--- config.mk ---
export PLATFORM = sky130hd
export DESIGN_NAME = uart_tx_arbiter_flat
export DESIGN_NICKNAME = d
export VERILOG_FILES = /design/src/rtl/uart_tx_arbiter_if.sv /design/src/rtl/uart_tx_arbiter.sv /design/src/flat_wrapper.sv
export SDC_FILE = /design/constraint.sdc
export NUM_CORES = 1
export LEC_CHECK = 0
export ABC_AREA = 1
export ABC_CLOCK_PERIOD_IN_PS = 3000
export CORE_MARGIN = 2
export CORE_UTILIZATION = 50
export DETAILED_ROUTE_END_ITERATION = 16
export PLACE_DENSITY = 0.94
export SETUP_SLACK_MARGIN = 0.05
export SLEW_MARGIN = 15
export SYNTH_ARGS = -nofsm -noshare
export SYNTH_HDL_FRONTEND = slang
export SYNTH_SLANG_ARGS = --single-unit
export TNS_END_PERCENT = 10
--- constraint.sdc ---
create_clock -name clk -period 3 [get_ports clk]
set_input_delay 0.6 -clock clk [delete_from_list [all_inputs] [get_ports clk]]
set_output_delay 0.6 -clock clk [all_outputs]
set_load 0.005 [all_outputs]
--- src/rtl/uart_tx_arbiter_if.sv ---
// uart_tx_arbiter_if
//   Bundles the requester-side and transmitter-side signals of uart_tx_arbiter.
//   master : arbiter view (drives ack/req_done/err and the tx_* controls).
//   slave  : environment view (requesters and the UART transmitter).
//   Signals:
//     en        global enable
//     req       per-requester send request (level)
//     req_data  byte for requester i at [8i+7:8i]
//     ack       one-hot 1-cycle pulse, byte accepted
//     req_done  one-hot 1-cycle pulse, frame finished
//     err       1-cycle pulse on watchdog abort
//     tx_en     transmitter enable
//     tx_start  transmitter start
//     tx_data   transmitter data_in
//     tx_busy   transmitter busy
//     tx_done   transmitter done (level)
interface uart_tx_arbiter_if #(
  parameter int unsigned NUM_REQ = 4
);
  logic                 en;
  logic [NUM_REQ-1:0]   req;
  logic [NUM_REQ*8-1:0] req_data;
  logic [NUM_REQ-1:0]   ack;
  logic [NUM_REQ-1:0]   req_done;
  logic                 err;
  logic                 tx_en;
  logic                 tx_start;
  logic [7:0]           tx_data;
  logic                 tx_busy;
  logic                 tx_done;

  modport master (
    input  en, req, req_data, tx_busy, tx_done,
    output ack, req_done, err, tx_en, tx_start, tx_data
  );

  modport slave (
    output en, req, req_data, tx_busy, tx_done,
    input  ack, req_done, err, tx_en, tx_start, tx_data
  );
endinterface

--- src/rtl/uart_tx_arbiter.sv ---
// uart_tx_arbiter
//   Shares one UART transmitter between NUM_REQ byte producers. Requests are
//   granted round-robin; the granted byte is held on tx_data with tx_start
//   until the transmitter reports busy, completion is reported when done is
//   seen, and an idle gap of GAP_CYCLES done-low clocks separates frames.
//   Ports:
//     clk   system clock, rising edge
//     rst   asynchronous active-high reset
//     bus   uart_tx_arbiter_if.master (requester and transmitter signals)
//   Parameters: NUM_REQ (2..8), GAP_CYCLES (1..255), TIMEOUT_CYCLES (16..65535).
//   Optional feature macro: UART_TX_ARB_TIMEOUT_EN adds a watchdog that aborts
//   a frame stuck in START/WAIT_DONE for TIMEOUT_CYCLES clocks and pulses err.
module uart_tx_arbiter #(
  parameter int unsigned NUM_REQ        = 4,
  parameter int unsigned GAP_CYCLES     = 2,
  parameter int unsigned TIMEOUT_CYCLES = 4096
) (
  input  logic              clk,
  input  logic              rst,
  uart_tx_arbiter_if.master bus
);

  localparam int unsigned PTR_W = $clog2(NUM_REQ);
  localparam int unsigned GAP_W = 8;
  localparam int unsigned WD_W  = 16;

  localparam logic [PTR_W-1:0] PTR_LAST = PTR_W'(NUM_REQ - 1);
  localparam logic [GAP_W-1:0] GAP_LAST = GAP_W'(GAP_CYCLES - 1);

  typedef enum logic [1:0] {
    S_IDLE,
    S_START,
    S_WAIT_DONE,
    S_GAP
  } state_t;

  state_t             r_state,    w_state_nxt;
  logic [PTR_W-1:0]   r_ptr,      w_ptr_nxt;
  logic [PTR_W-1:0]   r_owner,    w_owner_nxt;
  logic [GAP_W-1:0]   r_gap_cnt,  w_gap_cnt_nxt;
  logic [NUM_REQ-1:0] r_ack,      w_ack_nxt;
  logic [NUM_REQ-1:0] r_req_done, w_req_done_nxt;
  logic               r_tx_start, w_tx_start_nxt;
  logic [7:0]         r_tx_data,  w_tx_data_nxt;
  logic               r_tx_en;

  logic               w_gnt_found;
  logic [PTR_W-1:0]   w_gnt_idx;
  logic               w_timeout;

  // Round-robin pick: first set request at or above the pointer, wrapping.
  always_comb begin : rr_pick
    int unsigned v_cand;
    w_gnt_found = 1'b0;
    w_gnt_idx   = '0;
    v_cand      = 0;
    for (int unsigned k = 0; k < NUM_REQ; k++) begin
      v_cand = 32'(r_ptr) + k;
      if (v_cand >= NUM_REQ) begin
        v_cand = v_cand - NUM_REQ;
      end
      if (!w_gnt_found && bus.req[v_cand[PTR_W-1:0]]) begin
        w_gnt_found = 1'b1;
        w_gnt_idx   = v_cand[PTR_W-1:0];
      end
    end
  end

  // Next-state and next-output logic.
  always_comb begin : fsm_next
    w_state_nxt    = r_state;
    w_ptr_nxt      = r_ptr;
    w_owner_nxt    = r_owner;
    w_gap_cnt_nxt  = r_gap_cnt;
    w_ack_nxt      = '0;
    w_req_done_nxt = '0;
    w_tx_start_nxt = r_tx_start;
    w_tx_data_nxt  = r_tx_data;

    unique case (r_state)
      S_IDLE: begin
        if (bus.en && w_gnt_found) begin
          w_tx_data_nxt  = bus.req_data[{w_gnt_idx, 3'b000} +: 8];
          w_tx_start_nxt = 1'b1;
          w_ack_nxt      = NUM_REQ'(1) << w_gnt_idx;
          w_owner_nxt    = w_gnt_idx;
          // Explicit wrap keeps non-power-of-two NUM_REQ in range.
          w_ptr_nxt      = (w_gnt_idx == PTR_LAST) ? '0 : w_gnt_idx + PTR_W'(1);
          w_state_nxt    = S_START;
        end
      end

      S_START: begin
        if (bus.tx_busy) begin
          w_tx_start_nxt = 1'b0;
          w_state_nxt    = S_WAIT_DONE;
        end else if (w_timeout) begin
          w_tx_start_nxt = 1'b0;
          w_state_nxt    = S_GAP;
        end
      end

      S_WAIT_DONE: begin
        if (bus.tx_done) begin
          w_req_done_nxt = NUM_REQ'(1) << r_owner;
          w_state_nxt    = S_GAP;
        end else if (w_timeout) begin
          w_state_nxt    = S_GAP;
        end
      end

      S_GAP: begin
        // Only clocks with done low count toward the inter-frame gap.
        if (!bus.tx_done) begin
          if (r_gap_cnt == GAP_LAST) begin
            w_gap_cnt_nxt = '0;
            w_state_nxt   = S_IDLE;
          end else begin
            w_gap_cnt_nxt = r_gap_cnt + GAP_W'(1);
          end
        end
      end

      default: begin
        w_state_nxt = S_IDLE;
      end
    endcase
  end

  // State and output registers.
  always_ff @(posedge clk or posedge rst) begin : state_regs
    if (rst) begin
      r_state    <= S_IDLE;
      r_ptr      <= '0;
      r_owner    <= '0;
      r_gap_cnt  <= '0;
      r_ack      <= '0;
      r_req_done <= '0;
      r_tx_en    <= 1'b0;
      r_tx_start <= 1'b0;
      r_tx_data  <= 8'h00;
    end else begin
      r_state    <= w_state_nxt;
      r_ptr      <= w_ptr_nxt;
      r_owner    <= w_owner_nxt;
      r_gap_cnt  <= w_gap_cnt_nxt;
      r_ack      <= w_ack_nxt;
      r_req_done <= w_req_done_nxt;
      r_tx_en    <= bus.en;
      r_tx_start <= w_tx_start_nxt;
      r_tx_data  <= w_tx_data_nxt;
    end
  end

`ifdef UART_TX_ARB_TIMEOUT_EN
  localparam logic [WD_W-1:0] WD_LAST = WD_W'(TIMEOUT_CYCLES - 1);

  logic [WD_W-1:0] r_wd_cnt, w_wd_cnt_nxt;
  logic            r_err;
  logic            w_in_frame;
  logic            w_progress;
  logic            w_abort;

  assign w_in_frame = (r_state == S_START) || (r_state == S_WAIT_DONE);
  assign w_timeout  = w_in_frame && (r_wd_cnt == WD_LAST);
  // A handshake step on the same edge wins over the watchdog.
  assign w_progress = ((r_state == S_START)     && bus.tx_busy) ||
                      ((r_state == S_WAIT_DONE) && bus.tx_done);
  assign w_abort    = w_timeout && !w_progress;

  // Watchdog count: cleared on every state entry, saturating otherwise.
  always_comb begin : wd_next
    w_wd_cnt_nxt = r_wd_cnt;
    if (!w_in_frame || (w_state_nxt != r_state)) begin
      w_wd_cnt_nxt = '0;
    end else if (r_wd_cnt != '1) begin
      w_wd_cnt_nxt = r_wd_cnt + WD_W'(1);
    end
  end

  always_ff @(posedge clk or posedge rst) begin : wd_regs
    if (rst) begin
      r_wd_cnt <= '0;
      r_err    <= 1'b0;
    end else begin
      r_wd_cnt <= w_wd_cnt_nxt;
      r_err    <= w_abort;
    end
  end

  assign bus.err = r_err;
`else
  // No watchdog built; TIMEOUT_CYCLES is never legally 0, so this folds to 0.
  assign w_timeout = (TIMEOUT_CYCLES == 0);
  assign bus.err   = 1'b0;
`endif

  assign bus.ack      = r_ack;
  assign bus.req_done = r_req_done;
  assign bus.tx_en    = r_tx_en;
  assign bus.tx_start = r_tx_start;
  assign bus.tx_data  = r_tx_data;

endmodule
--- src/flat_wrapper.sv ---
// flat-port wrapper written by rule: the top's interface ports become plain ports
module uart_tx_arbiter_flat 
#(
  parameter int unsigned NUM_REQ        = 4,
  parameter int unsigned GAP_CYCLES     = 2,
  parameter int unsigned TIMEOUT_CYCLES = 4096
)
  (clk, rst, bus_en, bus_req, bus_req_data, bus_tx_busy, bus_tx_done, bus_ack, bus_req_done, bus_err, bus_tx_en, bus_tx_start, bus_tx_data);
  uart_tx_arbiter_if #(.NUM_REQ(NUM_REQ)) bus_i ();
  input  logic clk;
  input  logic rst;
  input wire logic [$bits(bus_i.en)-1:0] bus_en;
  input wire logic [$bits(bus_i.req)-1:0] bus_req;
  input wire logic [$bits(bus_i.req_data)-1:0] bus_req_data;
  input wire logic [$bits(bus_i.tx_busy)-1:0] bus_tx_busy;
  input wire logic [$bits(bus_i.tx_done)-1:0] bus_tx_done;
  output wire logic [$bits(bus_i.ack)-1:0] bus_ack;
  output wire logic [$bits(bus_i.req_done)-1:0] bus_req_done;
  output wire logic [$bits(bus_i.err)-1:0] bus_err;
  output wire logic [$bits(bus_i.tx_en)-1:0] bus_tx_en;
  output wire logic [$bits(bus_i.tx_start)-1:0] bus_tx_start;
  output wire logic [$bits(bus_i.tx_data)-1:0] bus_tx_data;
  assign bus_i.en = bus_en;
  assign bus_i.req = bus_req;
  assign bus_i.req_data = bus_req_data;
  assign bus_i.tx_busy = bus_tx_busy;
  assign bus_i.tx_done = bus_tx_done;
  assign bus_ack = bus_i.ack;
  assign bus_req_done = bus_i.req_done;
  assign bus_err = bus_i.err;
  assign bus_tx_en = bus_i.tx_en;
  assign bus_tx_start = bus_i.tx_start;
  assign bus_tx_data = bus_i.tx_data;
  uart_tx_arbiter #(.NUM_REQ(NUM_REQ), .GAP_CYCLES(GAP_CYCLES), .TIMEOUT_CYCLES(TIMEOUT_CYCLES)) u_core (.clk(clk), .rst(rst), .bus(bus_i));
endmodule
==> results of run 1 <==
how the worst max path moves through the flow:
stage                           from                     endpoint  slack [ns]  depth (start not counted)
after global routing      bus_req[3]  u_core.r_ptr[1]$_DFFE_PP0P_        0.51                         13
after CTS                 bus_req[3]  u_core.r_ptr[1]$_DFFE_PP0P_        0.69                         13
final                     bus_req[3]  u_core.r_ptr[1]$_DFFE_PP0P_        0.67                         13
after floorplan           bus_req[3]  u_core.r_ptr[1]$_DFFE_PP0P_        1.05                         12
after global placement    bus_req[3]  u_core.r_ptr[1]$_DFFE_PP0P_        0.53                         12
after detailed placement  bus_req[3]  u_core.r_ptr[1]$_DFFE_PP0P_        0.39                         13
routing by layer:
layer | part of all wire [%] | vias up | wire [um] | track usage [%]
met4 | 2.5 | 0 | 118 | 10.26
met3 | 5.5 | 13 | 257 | 4.762
met2 | 51 | 69 | 2393 | 34.81
met5 | 0 | - | 0 | 0
li1 | - | 980 | - | -
met1 | 41 | 849 | 1893 | 23.96
layout by cell type (no fill, tap or decap), types with 9 or more instances in the layout:
cell,instances
nand2_1,101
nand3_1,9
dfrtp_1,32
nor2_1,14
nand3_2,9
nand2_2,15
ha_1,11
o21ai_0,10
clkdlybuf4s50_1,58
inv_1,34
layout make-up:
class / instances / area (um2) / area share, %
sequential: 32 / 800.8 / 28.21
multi-input combinational: 201 / 1129 / 39.75
timing repair buffer: 60 / 595.6 / 20.98
tap: 50 / 62.56 / 2.204
clock buffer: 7 / 96.34 / 3.394
inverter: 40 / 155.1 / 5.465
worst max-delay path, cell delays in order:
cell	delay, ns
clkdlybuf4s50_1	0.42
inv_1	0.10
nand2_1	0.08
nand3_1	0.15
nand2_2	0.12
inv_2	0.08
nand2_1	0.08
nand2_2	0.10
nand3_4	0.13
inv_2	0.22
ha_1	0.27
nand2_1	0.06
o21ai_0	0.07
registers in the layout, summed over array words and instances, names as in the netlist:
| signal | cells |
|---|---|
| u_core.bus.tx_en | 1 |
| u_core.bus.tx_data | 8 |
| u_core.r_state | 2 |
| u_core.bus.req_done | 4 |
| u_core.r_gap_cnt | 8 |
| u_core.r_owner | 2 |
| u_core.r_ptr | 2 |
| u_core.bus.tx_start | 1 |
| u_core.bus.ack | 4 |
synthesized netlist by cell type:
cell        n
nand2_1   101
nand2_4     2
buf_4       1
inv_1      34
conb_1      1
nand4_1     3
buf_8       1
buf_6       4
dfrtp_1    32
inv_6       1
xor2_1      2
nand3_2     9
nand2_2    15
o21bai_1    1
a31oi_1     1
a21oi_1     3
inv_2       5
a21oi_2     1
nand3_1     9
buf_12      1
nor4_1      7
o21ai_0    10
ha_1       11
o31ai_1     1
nor2_8      2
xnor2_1     2
nor2_1     14
nor2_2      3
nand3_4     3
report_power, final:
group	switching [mW]	internal, mW
Sequential	0.131	0.585
Clock	0.149	0.204
Combinational	1.10	0.691
per-stage QoR:
step	cell area (um2)	std cells
2_1_floorplan	2172	280
3_3_place_gp	2743	383
3_5_place_dp	2743	383
4_1_cts	2839	390
5_1_grt	2839	390
6_report	2839	390
cell families after synthesis:
family / count (synthesis) / synth area share (%)
simple gates: 168 / 39.46
xor+xnor: 4 / 1.613
compound gates: 17 / 4.378
buf+inv: 47 / 11.17
other cells: 1 / 0.1726
flops: 32 / 36.87
fa+ha+maj: 11 / 6.336
==> metrics list, run 1 <==
- The flow ran to the end, and the final reports show no timing, DRC or antenna violations.
- Post-CTS Hold Buffers: 0
* Relative slew margins: roughly 67%
- After synthesis, the cell types taking the most area are dfrtp_1 37%, nand2_1 17%, ha_1 6.3%.
- Final setup violating endpoints: 0
* Count of TritonRoute iterations in the first routing pass: 4
* Worst Min Path Start: u_core.r_owner[1]$_DFFE_PP0P_
- In this run the remaining antenna-violating nets after routing total 0.
* Maximum capacitance violations: 0
- Largest net degree at the start of global routing: 33
- The worst register-to-register path begins at u_core.r_ptr[0]$_DFFE_PP0P_.
* Chip Width: 69.91 um
- Source-to-sink clock delay at the later pin of the worst-skew pair: between 0.2 and 0.3 ns
- Worst-case hold path end point: u_core.bus.req_done[0]$_DFF_PP0_
- Summed over all layers, the routed wires come to 4.661 mm.
* PnR worst setup slack: ~0.67 ns
* Clk_skew: between 0.004 and 0.005 ns
* Total global-route track usage: about 20%
* Power per Cell Area: approximately 1000 nW/um2
- Fraction of the yosys area taken by sequential cells: 36.87%
* Worst R2R Path Depth: 11
- Tot Pwr: approximately 2.9 mW
- The worst setup path is of the primary input to flip-flop kind.
- Unique cell type count in the Yosys netlist: 29
- Detailed placement ended at an HPWL of between 3 and 4 mm.
* Yosys top cell by area: dfrtp_1
* Number of antenna cells inserted: 0
- Based on the critical path, the design can be clocked at up to 429.1 MHz.
- Post-CTS setup-driven buffer insertion count: 0
* Lkg Pwr: approximately 1.5 nW
- In this run, synthesis produced a sequential element count of 32.
* DR WL/cell: 11.95 um
- The number of slew-limit violations in the final report is 0.
- Once the clock tree was built, the resizer swapped 0 gates to a different size.
* Root Buffer Master: clkbuf_8
* Actual slew at the worst max-slew pin: about 0.49 ns
- The tightest min-delay check is of the flip-flop to flip-flop type.
* Layout fillers: ~320
- Placement-stage worst setup slack: approximately 0.39 ns
* Period minus WS final: approximately 2.3 ns
- Via count of the first global-routing pass: ~1800
* Final worst hold slack: ~0.47 ns
- Reg2reg setup slack: about 0.82 ns
- For this design the top-level I/O count stands at 60.
- Largest fanout on the critical path: 15
- The first global-routing pass estimated just under 8 mm of wire.
- The longest clock path from root to sink contains 2 buffers.
* Number of standard cells after synthesis: 280
* # DRC: 0
* Worst R2R End: u_core.r_ptr[1]$_DFFE_PP0P_
* Starting density of the core: between 50 and 60%
- Worst supply voltage drop on vdd: between 500 and 600 uV
- Dividing the synthesized area by the synthesized cell count gives between 7 and 8 um2.
* Number of antenna violations at the first check in global routing: 0
- Setup repair after global routing left no endpoint under its margin.
- Buffers on Ports: 58
- Required time of the worst setup path: 3.16 ns
- The clock net in this run drives a total of 32 sinks.
* Fraction of post-synthesis cell area in the top cell type by area: between 30 and 40%
- Summed over all failing endpoints, the final setup total negative slack is 0 ns.
* Number of violations reported at the end of detailed-routing iteration 0: 130
* Number of buffers inserted during clock tree synthesis: 5
* Number of endpoints with negative hold slack in the final report: 0
- The cell area that synthesis handed to floorplanning was between 2000 and 2500 um2.
- CTS built an H-tree with a depth of 2.
- The floorplan step defined a core boundary enclosing 4086 um2.
- Grt total ovfl: 0
* CTS tree: yes
- The floorplan step set the die height to about 70 um.
* Fin nets: about 400
- Crit share post-route: between 70 and 80%
- Last weighted congestion value of the routability-driven placer: 0.8177
- Number of nets produced by synthesis: about 330
* Reg clk slew, reported paths: roughly 0.060 ns
- The worst setup path is captured at a flip-flop.
* Synthesis-to-finish area growth: 30.70%
* Final core utilization: between 60% and 70%
- # rows: 23
- Yosys warning count: 0
* DIE AREA: between 4000 and 5000 um2
- Element type at the critical path start: primary input
- Across all layers, the routed design uses 1911 vias.
* Min-Delay Path Depth: 1
* Drt via density: between 4 and 5
* Crit path arrival time: ~2.5 ns
- Cells with a size suffix above 1 make up ~15% of the layout.
Power figures use the tool's default switching activity.
==> run 2: changes to the inputs <==
- ABC_CLOCK_PERIOD_IN_PS: 3000 -> 2000
- CORE_UTILIZATION: 50 -> 44
- PLACE_DENSITY: 0.94 -> 0.88
- clock period: 3 -> 2 ns (I/O delays scaled with it)
==> metrics list, run 2 (synthesis gave the netlist of run 1 again) <==
- Area used by sequential logic in the layout: ~800 um2
* Root Buffer Master: clkbuf_8
- In this run the deepest clock path goes through 2 buffers.
- Reg2reg setup slack: 0.14 ns
- For this design the top-level I/O count stands at 60.
- The startpoint identified for the worst hold timing path is u_core.r_owner[1]$_DFFE_PP0P_.
* Maximum capacitance violations: 0
- At the placement stage, the worst setup path has a slack of -0.2003 ns.
- After floorplanning, the core was divided into 25 placement rows.
- After detailed placement, the total cell area comes to 2974 um2.
* Grt total ovfl: 0
* Buffers on Ports: 58
- Summed over all nets, the half-perimeter wirelength after detailed placement is 3.937 mm.
- The number of setup buffers added after CTS is 0.
- Min-Delay Path Depth: 1
- The tightest min-delay check is of the flip-flop to flip-flop type.
- Worst-case hold path end point: u_core.bus.req_done[1]$_DFF_PP0_
- Power per Cell Area: approximately 1600 nW/um2
- Count of TritonRoute iterations in the first routing pass: 4
* Via count of the first global-routing pass: around 2000
- In this run the static leakage power is 1.572 nW.
* Largest net degree at the start of global routing: 33
* Total number of vias: slightly above 2000
- The initial utilization of the core area, before any placement, comes to between 40% and 50%.
* Post-DRT Antenna Nets: 0
- Commonest cells after routing, fill and taps aside: 98 x nand2_1, 58 x clkdlybuf4s50_1, 34 x inv_1, 32 x dfrtp_1, 21 x buf_4
* Fraction of layout cells with a size suffix above 1: 21.21%
- Number of antenna cells inserted: 0
* Worst R2R End: u_core.r_ptr[1]$_DFFE_PP0P_
* # DRC: 0
* Crit path arrival time: between 2 and 2.5 ns
- Commonest non-fill, non-tap cell in the layout: nand2_1
- DIE AREA: ~5500 um2
- In this run the critical register-to-register path is launched from u_core.r_ptr[0]$_DFFE_PP0P_.
* Required time of the worst setup path: around 2.2 ns
- The first global-routing pass estimated roughly 8.3 mm of wire.
* Number of endpoints with negative hold slack in the final report: 0
- Layout Cell Area excl Fill: slightly above 3000 um2
- The worst register-to-register path has a depth of 14.
- The flow ran to the end, and the final reports show no timing, DRC or antenna violations.
- The initial antenna violation count is 0.
- Height of the die: 74.26 um
- At the end of routability-driven placement, the weighted congestion stood at about 0.84.
* Crit share post-route: between 90% and 100%
- Dividing the detail-routed via count by the number of cells gives between 4 and 5.
- Layout fillers: ~400
- Synthesis-to-finish area growth: 41.82%
* Largest fanout on the critical path: 4
- CTS tree: yes
- Upper clock frequency limit: around 530 MHz
- TNS Setup: 0 ns
- Period minus WS final: about 1.9 ns
- Number of violations reported at the end of detailed-routing iteration 0: between 100 and 150
* Worst supply voltage drop on vdd: between 1000 and 1500 uV
- Source-to-sink clock delay at the later pin of the worst-skew pair: 0.28 ns
- Final setup violating endpoints: 0
- Clock skew on the completed layout was measured at 0.003602 ns.
- Setup slack closes at roughly 0.10 ns.
* Total Wirelength: between 4 and 5 mm
* Core Footprint: roughly 4800 um2
- Buffers inserted during clock tree synthesis total 5.
* Element type at the critical path start: primary input
- After the last flow step, the layout net total stands at 415.
- Summing all multi-input logic gate instances after layout gives 1151 um2.
- Endpoint class of the critical path: flip-flop
- Worst setup path class: primary input to flip-flop
- Total global-route track usage: a little under a fifth
- Num Clock Sinks: 32
- In this run the horizontal extent of the chip is between 70 and 80 um.
- Setup repair after global routing could not meet its margin everywhere.
* Reg clk slew, reported paths: approximately 0.060 ns
- After the flow finishes, the layout carries non-filler instances totaling 430.
* Max-slew violation total from the final report: 0
- The H-tree was split into 2 levels.
- Number of cells after detailed placement: about 420
* DR WL/cell: between 10 and 15 um
* Final core utilization: between 60% and 70%
-- run 2: cell types whose count changed in the layout (fill, tap and decap cells not counted), sizes merged --
cell    delta
clkinv     +1
clkbuf     -1
buf       +23
-- run 2: worst max path at each step --
stage | from | endpoint | cells past startpoint
finish | bus_req[0] | u_core.r_ptr[1]$_DFFE_PP0P_ | 13
CTS | u_core.r_ptr[0]$_DFFE_PP0P_ | u_core.bus.ack[0]$_DFF_PP0_ | 12
global route | bus_req[3] | u_core.bus.tx_data[3]$_DFFE_PP0P_ | 15
floorplan | u_core.r_ptr[0]$_DFFE_PP0P_ | u_core.r_ptr[1]$_DFFE_PP0P_ | 13
global placement | bus_req[3] | u_core.r_ptr[1]$_DFFE_PP0P_ | 13
detailed placement | bus_req[3] | u_core.r_ptr[1]$_DFFE_PP0P_ | 13
-- run 2: critical path: stages --
cell	delay [ns]
clkdlybuf4s50_1	0.48
inv_1	0.06
nand2_1	0.09
nand3_1	0.08
nand2_1	0.10
inv_1	0.10
nand3_1	0.09
nand3_1	0.08
nand2_2	0.11
inv_2	0.06
ha_1	0.28
nand2_1	0.06
o21ai_0	0.06
-- run 2: per-stage QoR --
step	total power, mW	hold slack (ns)
floorplan	3.267	0.4314
CTS	4.791	0.4638
finish	4.837	0.4717
global placement	4.159	0.4490
detailed placement	4.307	0.4581
global route	5.277	0.4928
-- run 2: metal layers --
metal  up-vias  global-route usage, %  part of all wire (%)
li1       1034                      -                     -
met1       942                  21.65                    42
met2        45                  37.10                    54
met3         4                  4.201                   3.8
met4         0                  3.571                  0.59
met5         -                      0                     0
-- run 2: layout make-up --
cell class              instances  area share [%]
clock buffers                   6           2.356
clock inverters                 1          0.1625
inverters                      40           5.118
multi-input cells             201           37.37
flip-flops and latches         32           26.00
well taps                      67           2.721
repair buffers                 83           26.28
-- run 2: what timing repair did --
action / CTS / global route
gates resized for setup: 0 / 10
hold buffers: 0 / 0
endpoints found under the hold margin: 0 / 0
setup endpoints to repair: 0 / 18
-- run 2: power breakdown --
group / switching [mW] / total [mW] / internal (mW)
combinational: 1.83 / 3.34 / 1.51
sequential: 0.170 / 1.05 / 0.878
clock: 0.218 / 0.454 / 0.236
total: 2.21 / 4.84 / 2.62
==> run 3: changes to the inputs <==
- ABC_CLOCK_PERIOD_IN_PS: 2000 -> 2300
- CORE_UTILIZATION: 44 -> 50
- PLACE_DENSITY: 0.88 -> 0.94
- clock period: 2 -> 2.3 ns (I/O delays scaled with it)
==> metrics list, run 3 (synthesis gave the netlist of run 1 again) <==
- Result of the run: complete, no violations
* Area used by sequential logic in the layout: 800.8 um2
- Gates resized during post-CTS repair numbered 0.
- Commonest cells after routing, fill and taps aside: 101 x nand2_1, 58 x clkdlybuf4s50_1, 34 x inv_1, 32 x dfrtp_1, 15 x nand2_2
- The via count of the first global-routing pass came to 2041.
- RSZ-0062 raised after global routing: false
- The worst-case IR drop observed on VDD is around 820 uV.
- The number of slew-limit violations in the final report is 0.
- Reg clk slew, reported paths: 0.07 ns
* Fraction of layout cells with a size suffix above 1: 16.43%
* Crit path arrival time: approximately 2.2 ns
* Required time of the worst setup path: 2.48 ns
- Worst Hold Class: flip-flop to flip-flop
- Num Clock Sinks: 32
* Chip Width: about 70 um
* Last weighted congestion value of the routability-driven placer: between 0.8 and 0.9
* Buffers on Ports: 58
- 0 antenna diodes ended up in the layout.
* Number of endpoints with negative hold slack in the final report: 0
* Element type at the critical path start: flip-flop
- After detailed routing, the number of remaining DRC violations is 0.
* Actual slew at the worst max-slew pin: 0.5767 ns
- Across every metal layer, demand over resource in global routing totals between 20% and 30%.
* Core Footprint: approximately 4000 um2
* PnR worst setup slack: 0.2539 ns
- The critical path is of the flip-flop to flip-flop type.
- Post-DRT Antenna Nets: 0
* Relative slew margins: between 60% and 70%
* Commonest non-fill, non-tap cell in the layout: nand2_1
* # rows: 23
- Final setup violating endpoints: 0
- At the end of the flow, the number of nets in the layout was 398.
- The tool flagged a number of max-cap violations equal to 0.
- Clk_skew: 0.007429 ns
* Number of violations reported at the end of detailed-routing iteration 0: between 50 and 60
- Root Buffer Master: clkbuf_8
* Lkg Pwr: 1.497 nW
- Number of antenna violations at the first check in global routing: 0
- Traced cell by cell, the critical path runs through nand2_1 -> nand3_1 -> nand2_2 -> nor2_8 -> nand3_1 -> nand3_1 -> nand2_2 -> inv_2 -> ha_1 -> nand2_1 -> o21ai_0.
- Fill cells in the final layout number around 310.
- Post-CTS setup-driven buffer insertion count: 0
- Global routing finished with a remaining overflow of 0.
- The finished layout holds 397 standard cells, fillers aside.
* Starting density of the core: between 50 and 60%
- Number of top-level design ports: 60
- Largest fanout on the critical path: 10
* First-pass GRT wire length: between 8 and 9 mm
- Cell type of the slowest stage on the worst timing path: dfrtp_1
- Post-CTS Hold Buffers: 0
* Number of buffers inserted during clock tree synthesis: 5
- In this design, the stage delay of the slowest critical-path cell is roughly 0.62 ns.
- Dividing total power by cell area gives a power density of 1395 nW/um2.
* Crit share post-route: between 80% and 90%
- For this run, the detailed router's first-pass iteration total came to 4.
- TNS Setup: 0 ns
- STA classifies the critical path endpoint as a flip-flop.
- TritonCTS built the clock tree.
- Synthesis-to-finish area growth: 34.74%
- Timing would allow up to 488.7 MHz.
* Clock buffer depth: 2
- Using the TritonRoute via totals, the vias-per-cell ratio works out to ~5.0.
* DR WL/cell: roughly 12 um
* Tot Pwr: 4.083 mW
* Area of the multi-input gates: around 1100 um2
* Source-to-sink clock delay at the later pin of the worst-skew pair: around 0.29 ns
- DIE AREA: 4887 um2
* Period minus WS final: slightly above 2 ns
* Number of cells after detailed placement: 389
- In this run the number of H-tree levels came out at 2.
- Entering global routing, the biggest net connects 33 pins.
- Total number of vias: approximately 2000
- Total Wirelength: a little under 5 mm
- Cell with the most instances on the worst path: nand3_1
- Prior to clock tree synthesis, the placed netlist has a worst setup slack of -0.02036 ns.
- After legalization and detailed placement, the total HPWL measured 3.839 mm.
- Height of the die: between 60 and 70 um
## run 3: path summary, 6_finish.rpt
| kind | startpoint | end | slack [ns] | depth (start not counted) |
|---|---|---|---|---|
| worst max register to register | u_core.r_ptr[0]$_DFFE_PP0P_ | u_core.r_ptr[1]$_DFFE_PP0P_ | 0.25 | 11 |
| max in group asynchronous | rst | u_core.r_state[1]$_DFFE_PP0P_ | 1.47 | 3 |
| min in group asynchronous | rst | u_core.r_gap_cnt[3]$_DFFE_PP0P_ | 0.54 | 3 |
| worst min-delay path | u_core.r_owner[0]$_DFFE_PP0P_ | u_core.bus.req_done[2]$_DFF_PP0_ | 0.47 | 1 |
| worst max-delay path | u_core.r_ptr[0]$_DFFE_PP0P_ | u_core.r_ptr[1]$_DFFE_PP0P_ | 0.25 | 11 |
| worst min register to register | u_core.r_owner[0]$_DFFE_PP0P_ | u_core.bus.req_done[2]$_DFF_PP0_ | 0.47 | 1 |
## run 3: stage by stage
stage	cell area, um2	utilization, %	hold slack (ns)
floorplan	2172	-	0.4331
global placement	2800	68.52	0.4459
detailed placement	2800	68.52	0.4493
CTS	2927	71.62	0.4710
global route	2927	71.62	0.4975
finish	2927	71.62	0.4726
## run 3: per-layer routing
| metal | routed length, um | track usage, % | vias up |
|---|---|---|---|
| li1 | - | - | 997 |
| met1 | 1939 | 22.89 | 915 |
| met2 | 2448 | 39.47 | 70 |
| met3 | 269 | 5.339 | 15 |
| met4 | 161 | 10.68 | 0 |
| met5 | 0 | 0 | - |
## run 3: power by group
part           internal [mW]  switching, mW  total (mW)
logic                   1.07           1.48        2.56
clock network          0.382          0.209       0.591
registers              0.763          0.172       0.935
## run 3: final cells by class
class	count	area share, %
multi-input combinational	201	38.56
sequential	32	27.36
timing repair buffer	66	22.32
inverter	40	5.301
clock buffer	7	3.292
tap	50	2.138
clock inverter	1	1.026
## run 3: worst max-delay path, delay by kind of cell, from the launching register on
kind                       cells  cell delay, ns
AOI/OAI and AO/OA              1            0.06
adders and majority gates      1            0.23
and+or+nand+nor                8            0.92
buffers and inverters          1            0.10
DFF                            1            0.62
